$ cat src/rtl/led_result_display.sv
// Decimal readout for the 8-bit statistics result: sequential double-dabble
// BCD conversion feeding a time-multiplexed 4-digit common-anode display.
module led_result_display #(
    parameter int REFRESH_DIV = 50000
) (
    input  logic       clk,
    input  logic       rst,
    input  logic [7:0] value,
    output logic [3:0] an,
    output logic [6:0] seg,
    output logic       dp,
    output logic       busy
);

    localparam int CW = $clog2(REFRESH_DIV);

    typedef enum logic [1:0] {
        IDLE,
        LOAD,
        SHIFT,
        DONE
    } conv_state_t;

    conv_state_t state, next_state;

    logic [7:0]    last_value;
    logic [7:0]    shift_reg;
    logic [11:0]   bcd;
    logic [11:0]   bcd_adj;
    logic [19:0]   shifted;
    logic [2:0]    shift_cnt;
    logic [3:0]    hundreds, tens, units;

    logic [CW-1:0] refresh_cnt;
    logic [1:0]    digit_idx;
    logic [3:0]    an_next;
    logic [6:0]    seg_next;

    function automatic logic [6:0] seg_decode(input logic [3:0] d);
        logic [6:0] code;
        case (d)
            4'd0:    code = 7'b1000000;
            4'd1:    code = 7'b1111001;
            4'd2:    code = 7'b0100100;
            4'd3:    code = 7'b0110000;
            4'd4:    code = 7'b0011001;
            4'd5:    code = 7'b0010010;
            4'd6:    code = 7'b0000010;
            4'd7:    code = 7'b1111000;
            4'd8:    code = 7'b0000000;
            4'd9:    code = 7'b0010000;
            default: code = 7'b1111111;
        endcase
        return code;
    endfunction

    assign dp = 1'b1;

    always_ff @(posedge clk or posedge rst) begin
        if (rst) begin
            state <= IDLE;
        end else begin
            state <= next_state;
        end
    end

    always_comb begin
        next_state = state;
        busy       = 1'b0;
        case (state)
            IDLE: begin
                if (value != last_value) begin
                    next_state = LOAD;
                end
            end
            LOAD: begin
                busy       = 1'b1;
                next_state = SHIFT;
            end
            SHIFT: begin
                busy = 1'b1;
                if (shift_cnt == 3'd7) begin
                    next_state = DONE;
                end
            end
            DONE: begin
                next_state = IDLE;
            end
            default: next_state = IDLE;
        endcase
    end

    // Add-3 correction happens before the shift; a nibble never exceeds 9 here,
    // so the corrected value always fits in 4 bits.
    always_comb begin
        bcd_adj = bcd;
        for (int n = 0; n < 3; n++) begin
            if (bcd[n*4 +: 4] >= 4'd5) begin
                bcd_adj[n*4 +: 4] = bcd[n*4 +: 4] + 4'd3;
            end
        end
        shifted = {bcd_adj, shift_reg} << 1;
    end

    always_ff @(posedge clk or posedge rst) begin
        if (rst) begin
            last_value <= 8'd0;
            shift_reg  <= 8'd0;
            bcd        <= 12'd0;
            shift_cnt  <= 3'd0;
            hundreds   <= 4'd0;
            tens       <= 4'd0;
            units      <= 4'd0;
        end else begin
            case (state)
                LOAD: begin
                    shift_reg  <= value;
                    last_value <= value;
                    bcd        <= 12'd0;
                    shift_cnt  <= 3'd0;
                end
                SHIFT: begin
                    bcd       <= shifted[19:8];
                    shift_reg <= shifted[7:0];
                    shift_cnt <= shift_cnt + 3'd1;
                end
                DONE: begin
                    hundreds <= bcd[11:8];
                    tens     <= bcd[7:4];
                    units    <= bcd[3:0];
                end
                default: ;
            endcase
        end
    end

    always_ff @(posedge clk or posedge rst) begin
        if (rst) begin
            refresh_cnt <= '0;
            digit_idx   <= 2'd0;
        end else if (refresh_cnt == CW'(REFRESH_DIV - 1)) begin
            refresh_cnt <= '0;
            digit_idx   <= digit_idx + 2'd1;
        end else begin
            refresh_cnt <= refresh_cnt + 1'b1;
        end
    end

    // Slot 3 is always blank but still gets its anode slot to keep duty uniform.
    always_comb begin
        an_next  = ~(4'b0001 << digit_idx);
        seg_next = 7'b1111111;
        case (digit_idx)
            2'd0: seg_next = seg_decode(units);
            2'd1: begin
                if (hundreds != 4'd0 || tens != 4'd0) begin
                    seg_next = seg_decode(tens);
                end
            end
            2'd2: begin
                if (hundreds != 4'd0) begin
                    seg_next = seg_decode(hundreds);
                end
            end
            default: seg_next = 7'b1111111;
        endcase
    end

    always_ff @(posedge clk or posedge rst) begin
        if (rst) begin
            an  <= 4'b1111;
            seg <= 7'b1111111;
        end else begin
            an  <= an_next;
            seg <= seg_next;
        end
    end

endmodule

$ cat config.mk
export PLATFORM = sky130hd
export DESIGN_NAME = led_result_display
export DESIGN_NICKNAME = d
export VERILOG_FILES = /design/src/rtl/led_result_display.sv
export SDC_FILE = /design/constraint.sdc
export NUM_CORES = 1
export LEC_CHECK = 0
export ABC_AREA = 1
export CAP_MARGIN = 15
export CORE_ASPECT_RATIO = 2
export CORE_MARGIN = 8
export CORE_UTILIZATION = 42
export CTS_CLUSTER_SIZE = 30
export DETAILED_ROUTE_END_ITERATION = 8
export PLACE_DENSITY = 0.73
export SYNTH_ARGS = -nofsm -noshare
export SYNTH_HDL_FRONTEND = slang
export SYNTH_SLANG_ARGS = --single-unit
$ cat constraint.sdc
create_clock -name clk -period 2.1 [get_ports clk]
set_input_delay 0.21 -clock clk [delete_from_list [all_inputs] [get_ports clk]]
set_output_delay 0.21 -clock clk [all_outputs]
set_load 0.005 [all_outputs]
==> impl_metrics.env <==
export IMPL_outcome="completed"
export IMPL_synth_cell_types=28
export IMPL_syn_nets=546
export IMPL_leakage_uw=0.00235
export IMPL_yosysTopAreaCell="dfrtp_1"
export IMPL_ys_seq_area_share_pct=45.3
export IMPL_ys_ff_latch=74
export IMPL_place_inst=649
export IMPL_fin_crit_ns=1.97
export IMPL_fin_tns_setup_ns=0
export IMPL_start_kind="flop"
export IMPL_avgSynthCellArea_sq_um=8.21
export IMPL_hold_ws_ns=0.264
export IMPL_wire_per_inst_microns=12.4
export IMPL_ant_nets=0
export IMPL_viasPerCell=4.88
export IMPL_cp_required_ns=1.89
export IMPL_synthTopCellsByArea="dfrtp_1 (38%), ha_1 (11%), o21ai_0 (9.4%)"
export IMPL_clock_root_buffer="clkbuf_16"
export IMPL_synth_top_area_share_pct=38.3
export IMPL_ir_worst_vdd_mv=0.926
export IMPL_die_w_microns=86.0
export IMPL_nFillCells=920
export IMPL_diodes=0
export IMPL_maxSlewViolCount=0
export IMPL_start_util_pct=42.7
export IMPL_worst_hold_path_type="input pin to async pin"
export IMPL_fmax_ghz=0.506
export IMPL_rows=51
export IMPL_die_y_microns=156
export IMPL_finalHoldViolCount=0
export IMPL_drive_gt1_share_pct=9.94
export IMPL_largest_register="refresh_cnt"
export IMPL_largest_reg_flops=16
export IMPL_worstMarginPinSlew_ns=0.647
export IMPL_rsz0062_at_grt="false"
export IMPL_reg_top3="refresh_cnt x16, bcd x12"
export IMPL_relSlewSlack_pct=56.8
export IMPL_critical_path_max_stage_delay_ns=0.53
export IMPL_crit_fanout=9
export IMPL_clockBufferDepth=2
export IMPL_cts_tree="done"
export IMPL_pwr_density_cell_nw_per_um2=1050
export IMPL_skew_ns=0.00549
export IMPL_path_cells="inv_1, ha_2, clkdlybuf4s50_1"
export IMPL_grt_overflow_total=0
export IMPL_place_port_buffers=21
export IMPL_post_dp_hpwl_mm=6.15
export IMPL_reg2reg_from="state[0]$_DFFE_PP0P_"
export IMPL_die_area_sq_um=13400
export IMPL_drc_errors=0
export IMPL_instances_no_fill=665
export IMPL_areaGrowthSynthToFinish_pct=16.9
export IMPL_core_area_sq_um=9640
export IMPL_first_pass_iters=5
export IMPL_drv_cap=0
export IMPL_finish_net_count=573
export IMPL_r2r_cells=7
export IMPL_min_period_over_period_pct=94.0
export IMPL_yosysWarnings=0
export IMPL_grt_pass1_wl_mm=13.9
export IMPL_place_congestion=0.858
export IMPL_setup_violations=0
export IMPL_worstPathArrival_ns=1.76
export IMPL_r2r_end="state[1]$_DFFE_PP0P_"
export IMPL_synthesis_area_sq_um=4120
export IMPL_synthCells=501
export IMPL_post_cts_setup_buffers=0
export IMPL_r2r_setup_slack_ns=0.45
export IMPL_grtUsageTotal_pct=13.1
export IMPL_numClockSinks=74
export IMPL_io_pins=23
export IMPL_critPathKind="flop to output port"
export IMPL_cts_buffers=9
export IMPL_antenna_found_initial=0
export IMPL_first_iter_violations=132
export IMPL_htreeDepth=3
export IMPL_grt_pass1_vias=3304
export IMPL_insertion_delay_ns=0.34
export IMPL_path_clk_slew_ns=0.06
export IMPL_grt_start_max_net_pins=75
export IMPL_crit_path_end_kind="output port"
export IMPL_vias=3247
export IMPL_routed_wl_mm=8.23
export IMPL_worst_path_max_delay_cell="clkdlybuf4s50_1"
[through the flow]
stage	util (%)	cell area, sq um	total power, uW	setup slack [ns]
finish	49.9	4810	5060	0.125
global route	49.9	4810	5420	0.0437
CTS	49.9	4810	5110	0.0580
detailed placement	46.6	4490	3460	0.430
global placement	46.6	4490	3390	0.457
floorplan	-	4120	2960	0.0266
[final cells by class]
cell class / count / area, sq um / share of cell area, %
Multi-Input combinational cell: 339 / 1910 / 39.8
Sequential cell: 74 / 1870 / 38.8
Inverter: 80 / 302 / 6.27
Timing Repair Buffer: 24 / 245 / 5.10
Clock buffer: 9 / 225 / 4.68
Tap cell: 132 / 165 / 3.43
Clock inverter: 7 / 93.8 / 1.95
[critical path: cells and delay by family, from the launching register on]
kind | cells | cell delay (ns)
buffers and inverters | 2 | 0.63
DFF | 1 | 0.40
adders and majority gates | 1 | 0.41
[cells by family after synthesis]
logic type               synth area share, %
adder cells (fa/ha/maj)                 10.6
buffers and inverters                   8.24
AO/OA/AOI/OAI                           14.0
XOR/XNOR                                2.13
other                                 0.0911
AND/OR/NAND/NOR                         19.5
flip-flops                              45.3
[layout by cell type, fill, tap and decap left out, types with 6 or more instances in the layout]
cell / instances
inv_1: 75
nor3_1: 6
dfstp_2: 11
dfrtp_1: 63
nand3_1: 24
clkbuf_16: 9
o21ai_0: 77
nand4_1: 8
nand2_1: 90
clkdlybuf4s50_1: 21
ha_1: 34
xor2_1: 10
nor2_1: 37
or2_2: 6
a21oi_1: 24
[routing by layer]
layer	GRT usage (%)	share of wire [%]	routed length (microns)	up-vias
met3	2.27	2.5	205	26
met4	8.67	4.1	338	0
met5	0	0	0	-
met2	25.2	55	4500	50
li1	-	-	-	1667
met1	11.9	39	3180	1504
[synth_stat cells]
cell type / n
nor2_1: 37
ha_1: 35
a21oi_1: 24
nand3b_1: 2
a31oi_2: 1
nor2_4: 2
o22ai_1: 2
nand3_1: 24
dfstp_2: 11
conb_1: 1
nand2_2: 5
or2_2: 6
a22o_1: 2
inv_2: 3
buf_4: 2
nand4_1: 8
dfrtp_1: 63
o21ai_2: 1
a31oi_1: 1
o21ai_1: 3
nor3_1: 6
clkinv_2: 1
clkbuf_1: 6
nand2_1: 90
nand3_2: 2
o21ai_0: 77
inv_1: 76
xor2_1: 10
[power breakdown]
group / switching (uW) / internal [uW] / total, uW / leakage (uW)
Clock: 587 / 1040 / 1620 / 0.000151
Combinational: 958 / 596 / 1550 / 0.00126
Sequential: 157 / 1720 / 1880 / 0.000945
Total: 1700 / 3350 / 5060 / 0.00235
[repair_timing]
| item | CTS | global route |
|---|---|---|
| gates resized for setup | 0 | 1 |
| endpoints found under the setup margin | 0 | 1 |
| hold buffers | 0 | 0 |
[how the worst max path moves through the flow]
stage / endpoint / cells past startpoint / startpoint / slack, ns
after floorplan: bcd[0]$_DFFE_PP0P_ / 1 / rst / 0.03
after global placement: busy / 3 / state[0]$_DFFE_PP0P_ / 0.46
after detailed placement: busy / 3 / state[0]$_DFFE_PP0P_ / 0.43
after CTS: busy / 3 / state[0]$_DFFE_PP0P_ / 0.06
after global routing: busy / 3 / state[0]$_DFFE_PP0P_ / 0.04
final: busy / 3 / state[0]$_DFFE_PP0P_ / 0.13
(Power assumes the default switching activity.)
